**src/rtl/i2c_accel_sequencer_pkg.sv**
```systemverilog
`default_nettype none
// ============================================================================
// Module   : i2c_accel_sequencer_pkg
// Purpose  : Shared definitions for the accelerometer I2C sequencer. Holds the
//            byte-engine command encodings, the accelerometer register
//            constants, the step bounds of each command sequence, the FSM
//            state type and the command record.
// Ports    : none (package)
// Revision : 1.0 - initial release
// ============================================================================
package i2c_accel_sequencer_pkg;

  // Byte-level engine command encodings
  localparam logic [1:0] OP_START = 2'd0;
  localparam logic [1:0] OP_WRITE = 2'd1;
  localparam logic [1:0] OP_READ  = 2'd2;
  localparam logic [1:0] OP_STOP  = 2'd3;

  // Accelerometer registers and configuration values
  localparam logic [7:0] REG_DATA_FORMAT = 8'h31;
  localparam logic [7:0] VAL_DATA_FORMAT = 8'h02;
  localparam logic [7:0] REG_POWER_CTL   = 8'h2D;
  localparam logic [7:0] VAL_POWER_CTL   = 8'h08;
  localparam logic [7:0] REG_DATAX0      = 8'h32;

  // Step bounds of the command sequences
  localparam logic [4:0] INIT_MID_STOP  = 5'd4;
  localparam logic [4:0] INIT_LAST_STEP = 5'd9;
  localparam logic [4:0] READ_LAST_STEP = 5'd11;

  typedef enum logic [2:0] {
    ST_IDLE       = 3'd0,
    ST_INIT       = 3'd1,
    ST_WAIT_TICK  = 3'd2,
    ST_READ_BURST = 3'd3,
    ST_ABORT      = 3'd4
  } state_e;

  typedef struct packed {
    logic [1:0] op;
    logic [7:0] data;
    logic       nack;
  } cmd_t;

endpackage
`default_nettype wire

```
**src/rtl/i2c_accel_sequencer_timer.sv**
```systemverilog
`default_nettype none
// ============================================================================
// Module   : i2c_poll_timer
// Purpose  : POLL_DIV down-counter. A start pulse loads POLL_DIV-1; expired is
//            high in the POLL_DIV-th cycle after the start edge, so a consumer
//            that acts on expired leaves its wait state exactly POLL_DIV
//            cycles after entering it.
// Ports    : clk, rst      - clock, synchronous active-high reset
//            start         - (re)load the counter
//            expired       - count has reached zero
// Revision : 1.0 - initial release
// ============================================================================
module i2c_poll_timer #(
  parameter int POLL_DIV = 50000
) (
  input  logic clk,
  input  logic rst,
  input  logic start,
  output logic expired
);

  localparam int CW = $clog2(POLL_DIV + 1);

  logic [CW-1:0] cnt_q;
  logic [CW-1:0] cnt_d;

  always_comb begin
    cnt_d = cnt_q;
    if (start) begin
      cnt_d = CW'(POLL_DIV - 1);
    end else if (cnt_q != '0) begin
      cnt_d = cnt_q - 1'b1;
    end
  end

  always_ff @(posedge clk) begin
    if (rst) begin
      cnt_q <= '0;
    end else begin
      cnt_q <= cnt_d;
    end
  end

  assign expired = (cnt_q == '0) && !start;

endmodule
`default_nettype wire

```
**src/rtl/i2c_accel_sequencer.sv**
```systemverilog
`default_nettype none
// ============================================================================
// Module   : i2c_accel_sequencer
// Purpose  : Drives a byte-level I2C engine to configure a 3-axis
//            accelerometer and then poll its six data registers every
//            POLL_DIV cycles. Write NACKs abort the transaction with a STOP.
// Ports    : clk, rst                       - clock, sync active-high reset
//            enable                         - run init then polling
//            cmd_valid/ready/op/data/nack   - command to the byte engine
//            rsp_valid/data/ack             - engine completion
//            axis_x/y/z, sample_valid       - latest sample and update pulse
//            init_done, nack_err, err_count - status
// Revision : 1.0 - initial release
// ============================================================================
module i2c_accel_sequencer
  import i2c_accel_sequencer_pkg::*;
#(
  parameter logic [6:0] SLAVE_ADDR = 7'h1D,
  parameter int         POLL_DIV   = 50000
) (
  input  logic        clk,
  input  logic        rst,
  input  logic        enable,
  output logic        cmd_valid,
  input  logic        cmd_ready,
  output logic [1:0]  cmd_op,
  output logic [7:0]  cmd_data,
  output logic        cmd_nack,
  input  logic        rsp_valid,
  input  logic [7:0]  rsp_data,
  input  logic        rsp_ack,
  output logic [15:0] axis_x,
  output logic [15:0] axis_y,
  output logic [15:0] axis_z,
  output logic        sample_valid,
  output logic        init_done,
  output logic        nack_err,
  output logic [7:0]  err_count
);

  localparam logic [7:0] ADDR_WR = {SLAVE_ADDR, 1'b0};
  localparam logic [7:0] ADDR_RD = {SLAVE_ADDR, 1'b1};

  // Command table: what to present for a given state and step.
  function automatic cmd_t cmd_lookup(input state_e st, input logic [4:0] step);
    cmd_t c;
    c = '{op: OP_STOP, data: 8'h00, nack: 1'b0};
    if (st == ST_INIT) begin
      case (step)
        5'd0, 5'd5: c.op = OP_START;
        5'd1, 5'd6: begin c.op = OP_WRITE; c.data = ADDR_WR;         end
        5'd2:       begin c.op = OP_WRITE; c.data = REG_DATA_FORMAT; end
        5'd3:       begin c.op = OP_WRITE; c.data = VAL_DATA_FORMAT; end
        5'd7:       begin c.op = OP_WRITE; c.data = REG_POWER_CTL;   end
        5'd8:       begin c.op = OP_WRITE; c.data = VAL_POWER_CTL;   end
        default:    c.op = OP_STOP;
      endcase
    end else if (st == ST_READ_BURST) begin
      case (step)
        5'd0, 5'd3: c.op = OP_START;
        5'd1:       begin c.op = OP_WRITE; c.data = ADDR_WR;    end
        5'd2:       begin c.op = OP_WRITE; c.data = REG_DATAX0; end
        5'd4:       begin c.op = OP_WRITE; c.data = ADDR_RD;    end
        5'd5, 5'd6, 5'd7, 5'd8, 5'd9: c.op = OP_READ;
        5'd10:      begin c.op = OP_READ; c.nack = 1'b1; end
        default:    c.op = OP_STOP;
      endcase
    end
    return c;
  endfunction

  state_e      state_q, state_d;
  logic [4:0]  step_q, step_d;
  logic        busy_q, busy_d;
  logic        cmd_valid_q, cmd_valid_d;
  logic [1:0]  cmd_op_q, cmd_op_d;
  logic [7:0]  cmd_data_q, cmd_data_d;
  logic        cmd_nack_q, cmd_nack_d;
  logic [47:0] shadow_q, shadow_d;
  logic [15:0] axis_x_q, axis_x_d;
  logic [15:0] axis_y_q, axis_y_d;
  logic [15:0] axis_z_q, axis_z_d;
  logic        sample_valid_q, sample_valid_d;
  logic        init_done_q, init_done_d;
  logic        nack_err_q, nack_err_d;
  logic [7:0]  err_count_q, err_count_d;

  logic        timer_start;
  logic        timer_expired;
  logic        issue;
  logic        rsp_done;
  logic [4:0]  last_step;
  cmd_t        nxt;

  i2c_poll_timer #(
    .POLL_DIV (POLL_DIV)
  ) u_timer (
    .clk     (clk),
    .rst     (rst),
    .start   (timer_start),
    .expired (timer_expired)
  );

  always_comb begin
    state_d        = state_q;
    step_d         = step_q;
    busy_d         = busy_q;
    cmd_valid_d    = cmd_valid_q;
    cmd_op_d       = cmd_op_q;
    cmd_data_d     = cmd_data_q;
    cmd_nack_d     = cmd_nack_q;
    shadow_d       = shadow_q;
    axis_x_d       = axis_x_q;
    axis_y_d       = axis_y_q;
    axis_z_d       = axis_z_q;
    sample_valid_d = 1'b0;
    init_done_d    = init_done_q;
    nack_err_d     = 1'b0;
    err_count_d    = err_count_q;
    timer_start    = 1'b0;
    issue          = 1'b0;
    nxt            = '0;
    rsp_done       = busy_q && rsp_valid;
    last_step      = (state_q == ST_INIT) ? INIT_LAST_STEP : READ_LAST_STEP;

    if (cmd_valid_q && cmd_ready) begin
      cmd_valid_d = 1'b0;
      busy_d      = 1'b1;
    end
    if (rsp_done) begin
      busy_d = 1'b0;
    end

    case (state_q)
      ST_IDLE: begin
        if (enable) begin
          if (init_done_q) begin
            state_d     = ST_WAIT_TICK;
            timer_start = 1'b1;
          end else begin
            state_d = ST_INIT;
            step_d  = 5'd0;
            issue   = 1'b1;
          end
        end
      end

      ST_WAIT_TICK: begin
        if (!enable) begin
          state_d = ST_IDLE;
        end else if (timer_expired) begin
          state_d = ST_READ_BURST;
          step_d  = 5'd0;
          issue   = 1'b1;
        end
      end

      ST_INIT, ST_READ_BURST: begin
        if (rsp_done) begin
          if (cmd_op_q == OP_WRITE && !rsp_ack) begin
            nack_err_d = 1'b1;
            if (err_count_q != 8'hFF) begin
              err_count_d = err_count_q + 8'd1;
            end
            state_d = ST_ABORT;
            step_d  = 5'd0;
            issue   = 1'b1;
          end else begin
            // Bytes shift in from the top, so after six reads the first
            // byte (X_L) sits in the lowest byte lane.
            if (cmd_op_q == OP_READ) begin
              shadow_d = {rsp_data, shadow_q[47:8]};
            end
            if (step_q == last_step) begin
              step_d = 5'd0;
              if (state_q == ST_INIT) begin
                init_done_d = 1'b1;
              end else begin
                axis_x_d       = shadow_q[15:0];
                axis_y_d       = shadow_q[31:16];
                axis_z_d       = shadow_q[47:32];
                sample_valid_d = 1'b1;
              end
              if (enable) begin
                state_d     = ST_WAIT_TICK;
                timer_start = 1'b1;
              end else begin
                state_d = ST_IDLE;
              end
            end else if (state_q == ST_INIT && step_q == INIT_MID_STOP && !enable) begin
              // First config transaction closed with STOP; stop here.
              step_d  = 5'd0;
              state_d = ST_IDLE;
            end else begin
              step_d = step_q + 5'd1;
              issue  = 1'b1;
            end
          end
        end
      end

      ST_ABORT: begin
        // Step 0: STOP outstanding. Step 1: backoff before retrying init.
        if (step_q == 5'd0) begin
          if (rsp_done) begin
            if (!enable) begin
              state_d = ST_IDLE;
            end else if (init_done_q) begin
              state_d     = ST_WAIT_TICK;
              timer_start = 1'b1;
            end else begin
              step_d      = 5'd1;
              timer_start = 1'b1;
            end
          end
        end else begin
          if (!enable) begin
            state_d = ST_IDLE;
            step_d  = 5'd0;
          end else if (timer_expired) begin
            state_d = ST_INIT;
            step_d  = 5'd0;
            issue   = 1'b1;
          end
        end
      end

      default: begin
        state_d = ST_IDLE;
        step_d  = 5'd0;
      end
    endcase

    if (issue) begin
      nxt         = cmd_lookup(state_d, step_d);
      cmd_valid_d = 1'b1;
      cmd_op_d    = nxt.op;
      cmd_data_d  = nxt.data;
      cmd_nack_d  = nxt.nack;
    end
  end

  always_ff @(posedge clk) begin
    if (rst) begin
      state_q        <= ST_IDLE;
      step_q         <= 5'd0;
      busy_q         <= 1'b0;
      cmd_valid_q    <= 1'b0;
      cmd_op_q       <= 2'd0;
      cmd_data_q     <= 8'd0;
      cmd_nack_q     <= 1'b0;
      shadow_q       <= '0;
      axis_x_q       <= 16'd0;
      axis_y_q       <= 16'd0;
      axis_z_q       <= 16'd0;
      sample_valid_q <= 1'b0;
      init_done_q    <= 1'b0;
      nack_err_q     <= 1'b0;
      err_count_q    <= 8'd0;
    end else begin
      state_q        <= state_d;
      step_q         <= step_d;
      busy_q         <= busy_d;
      cmd_valid_q    <= cmd_valid_d;
      cmd_op_q       <= cmd_op_d;
      cmd_data_q     <= cmd_data_d;
      cmd_nack_q     <= cmd_nack_d;
      shadow_q       <= shadow_d;
      axis_x_q       <= axis_x_d;
      axis_y_q       <= axis_y_d;
      axis_z_q       <= axis_z_d;
      sample_valid_q <= sample_valid_d;
      init_done_q    <= init_done_d;
      nack_err_q     <= nack_err_d;
      err_count_q    <= err_count_d;
    end
  end

  assign cmd_valid    = cmd_valid_q;
  assign cmd_op       = cmd_op_q;
  assign cmd_data     = cmd_data_q;
  assign cmd_nack     = cmd_nack_q;
  assign axis_x       = axis_x_q;
  assign axis_y       = axis_y_q;
  assign axis_z       = axis_z_q;
  assign sample_valid = sample_valid_q;
  assign init_done    = init_done_q;
  assign nack_err     = nack_err_q;
  assign err_count    = err_count_q;

endmodule
`default_nettype wire
```
**config.mk**
```make
export PLATFORM = sky130hd
export DESIGN_NAME = i2c_accel_sequencer
export DESIGN_NICKNAME = d
export VERILOG_FILES = /design/src/rtl/i2c_accel_sequencer_pkg.sv /design/src/rtl/i2c_accel_sequencer_timer.sv /design/src/rtl/i2c_accel_sequencer.sv
export SDC_FILE = /design/constraint.sdc
export NUM_CORES = 1
export LEC_CHECK = 0
export CORE_ASPECT_RATIO = 1.25
export CORE_UTILIZATION = 50
export CTS_CLUSTER_DIAMETER = 40
export DETAILED_ROUTE_END_ITERATION = 10
export GPL_ROUTABILITY_DRIVEN = 0
export PLACE_DENSITY_LB_ADDON = 0.25
export SYNTH_ARGS = -nofsm -noshare
export SYNTH_HDL_FRONTEND = slang
export SYNTH_SLANG_ARGS = --single-unit
```
**constraint.sdc**
```tcl
create_clock -name clk -period 5.06 [get_ports clk]
set_clock_uncertainty 0.1 [all_clocks]
set_input_delay 1.518 -clock clk [delete_from_list [all_inputs] [get_ports clk]]
set_output_delay 1.518 -clock clk [all_outputs]
set_load 0.03 [all_outputs]
```
==> results.json <==
{
  "power.density_mw_per_mm2": 390,
  "synth_area_mm2": 0.00600,
  "wirelength_mm": 14.8,
  "die_w_um": 100,
  "path_clk_slew_ns": 0.06,
  "core_area_mm2": 0.0117,
  "clk_latency_ns": 0.42,
  "layout-drive-gt1-share_pct": 7.40,
  "htreeDepth": 4,
  "via_count": 5586,
  "pwr-share-comb_pct": 13.7,
  "p_leak_nw": 2.55,
  "root_buffer": "clkbuf_16",
  "cp_max_fo": 14,
  "instances_no_fill": 999,
  "grt_use_total_pct": 24.9,
  "crit_end": "cmd_data[3]$_SDFFE_PP0P_",
  "hold_buffers": 0,
  "grt_remaining_overflow": 0,
  "synth-seq-cells": 142,
  "ff2ff_path_depth": 11,
  "worst-setup-path-type": "input port to flip-flop",
  "post_cts_buffers": 0,
  "rsz0062_at_grt": "false",
  "tritoncts": "built",
  "synth_edf_count": 0,
  "p_int_mw": 2.14,
  "viasPerCell": 5.59,
  "status": "finished, final reports clean",
  "die_h_um": 124,
  "ctsResizeCount": 0,
  "fin_nets": 843,
  "syn_area_per_cell_um2": 7.86,
  "cap_violations": 0,
  "vdd_drop_max_mv": 0.312,
  "p_sw_mw": 0.794,
  "setup_viol": 0,
  "drt_iter0_markers": 450,
  "grt_max_degree": 104,
  "final_util_pct": 64.4,
  "ioPinCount": 85,
  "num_rows": 44,
  "end_kind": "flip-flop",
  "ant_nets": 0,
  "reg2reg_to": "cmd_data[3]$_SDFFE_PP0P_",
  "startpoint": "rsp_valid",
  "initial_core_util_pct": 51.4,
  "antennaDiodeCount": 0,
  "r2r_start": "step_q[1]$_SDFF_PP0_",
  "power.total_mw": 2.93,
  "clock.fmax_ghz": 0.227,
  "area.growth.synth_to_final_pct": 25.3,
  "cts-buffers-inserted": 17,
  "slew-limit-headroom_pct": 29.0,
  "hp-class": "flip-flop to flip-flop",
  "port_buffers": 82,
  "cts_sinks": 142,
  "grt_pass1_vias": 5392,
  "dp_cells": 967,
  "synthCells": 763,
  "slew_violations": 0,
  "antenna_found_initial": 0,
  "synth_top_flop_cell": "dfxtp_1",
  "grt_pass1_wl_mm": 25.0,
  "ys_warn_count": 0,
  "ys_seq_area_share_pct": 47.4,
  "p_clk_share_pct": 44.7,
  "tightest_slew_ns": 1.06,
  "clock_path_buffers": 2,
  "seq_power_share_pct": 41.7,
  "post-route-period-util_pct": 87.2,
  "drc": 0,
  "first_pass_iters": 8,
  "async_flop_share_pct": 0,
  "critPathRequiredTime_ns": 5.21,
  "die_area_mm2": 0.0124,
  "finalCriticalPeriod_ns": 4.41,
  "dpl.hpwl_mm": 9.86,
  "synth.distinct_cells": 62,
  "p_sw_share_pct": 27.1,
  "wire_per_inst_um": 14.8,
  "final_hold_viol_count": 0,
  "cp-start-kind": "input port",
  "r2r_setup_slack_ns": 1.56,
  "arrival_ns": 4.56,
  "tns_ns": 0
}
==> stage by stage <==
step / setup slack (ns) / hold WS [ns] / cell area [um2]
after detailed placement: 0.276 / 0.346 / 6890
after floorplan: 1.21 / 0.332 / 6000
after global routing: 0.484 / 0.373 / 7510
after global placement: 0.411 / 0.341 / 6890
after CTS: 0.712 / 0.355 / 7510
final: 0.649 / 0.353 / 7510
==> worst max-delay path, stage by stage <==
cell             delay (ns)
clkdlybuf4s50_1        0.52
nand4b_1               0.25
o41ai_1                0.75
a2111oi_4              0.15
o31a_1                 0.32
a221o_2                0.44
xnor2_2                0.27
nor4_1                 0.07
o21ai_0                0.18
a31oi_1                0.09
==> how the worst min path moves through the flow <==
| stage | start | endpoint | slack [ns] | cells past startpoint |
|---|---|---|---|---|
| 2_1_floorplan | shadow_q[0]$_SDFFE_PP0P_ | axis_x[0]$_SDFFE_PP0P_ | 0.33 | 2 |
| 3_3_place_gp | shadow_q[0]$_SDFFE_PP0P_ | axis_x[0]$_SDFFE_PP0P_ | 0.34 | 2 |
| 3_5_place_dp | axis_x[11]$_SDFFE_PP0P_ | axis_x[11]$_SDFFE_PP0P_ | 0.35 | 2 |
| 4_1_cts | axis_x[11]$_SDFFE_PP0P_ | axis_x[11]$_SDFFE_PP0P_ | 0.35 | 2 |
| 5_1_grt | axis_y[15]$_SDFFE_PP0P_ | axis_y[15]$_SDFFE_PP0P_ | 0.37 | 2 |
| 6_report | axis_x[2]$_SDFFE_PP0P_ | axis_x[2]$_SDFFE_PP0P_ | 0.35 | 2 |
==> sequential cells by signal, summed over array words and instances (netlist names) <==
register       flops
axis_z            16
u_timer.cnt_q     16
state_q            3
busy_q             1
cmd_valid          1
cmd_nack           1
err_count          8
nack_err           1
axis_y            16
init_done          1
shadow_q          48
cmd_op             2
step_q             5
sample_valid       1
cmd_data           6
axis_x            16
==> cells by family (layout without fill, tap and decap cells) <==
kind of cell               Yosys count  in the layout  synth area share (%)
adders and majority gates            4              4                 0.834
muxes                                7              7                  1.21
AOI/OAI and AO/OA                  181            181                  17.4
and+or+nand+nor                    346            346                  25.5
other                                1              2                0.0625
buffers and inverters               61            135                  4.36
xor gates and xnor gates            21             21                  3.19
DFF                                142            142                  47.4
==> Yosys cell counts (3+ instances only) <==
library cell,number,area share [%]
a211oi_1,5,0.63
a22oi_1,3,0.38
nor2b_1,5,0.52
nand2b_1,3,0.31
and2_1,5,0.52
o31ai_1,5,0.63
buf_1,3,0.19
a31oi_1,9,0.94
buf_4,4,0.50
nand3b_1,4,0.50
inv_1,8,0.50
nand2_1,222,14
o21ai_1,4,0.33
nor2_1,46,2.9
mux2i_1,5,0.83
o21ai_0,11,0.92
nand4_1,5,0.52
nand3_1,7,0.58
xor2_1,8,1.2
xnor2_1,12,1.8
a21oi_1,124,10
clkbuf_1,41,2.6
nor3_1,10,0.83
o22ai_1,3,0.31
or3_1,8,0.83
dfxtp_1,142,47
and3_1,5,0.52
nor4_1,6,0.63
a21o_1,3,0.38
ha_1,4,0.83
==> layout make-up <==
class / count / area, um2
Sequential cell: 142 / 2840
Clock buffer: 17 / 425
Tap cell: 161 / 201
Fill cell: 1039 / 4160
Multi-Input combinational cell: 561 / 2910
Clock inverter: 15 / 196
Timing Repair Buffer: 94 / 908
Inverter: 9 / 33.8
==> per-layer routing <==
layer  GRT usage, %  wire length [um]
met4           12.1               486
met1           28.3              5950
met2           43.7              7660
met3           5.22               670
met5              0                 0
==> placed cells by master (no fill, tap or decap), types with 5 or more instances in the layout <==
cell             netlist  final
nor2_1                46     46
clkbuf_16              0     17
nand4_1                5      5
o31ai_1                5      5
buf_4                  4     13
nor4_1                 6      6
a31oi_1                9      9
nand3_1                7      7
a21oi_1              124    124
nand2_1              222    221
o21ai_0               11     11
inv_1                  8      8
inv_6                  0      7
or3_1                  8      8
a211oi_1               5      5
dfxtp_1              142    142
nor3_1                10      9
xnor2_1               12     12
clkdlybuf4s50_1        0     81
mux2i_1                5      5
xor2_1                 8      8
nor2b_1                5      5
and3_1                 5      5
==> power groups by stage <==
stage               Sequential, mW  Clock, mW  Combinational (mW)
floorplan                     1.23          0               0.330
global placement              1.24          0               0.381
detailed placement            1.24          0               0.395
CTS                           1.22       1.32               0.399
global route                  1.23       1.37               0.452
finish                        1.22       1.31               0.400
(Power assumes the default switching activity.)
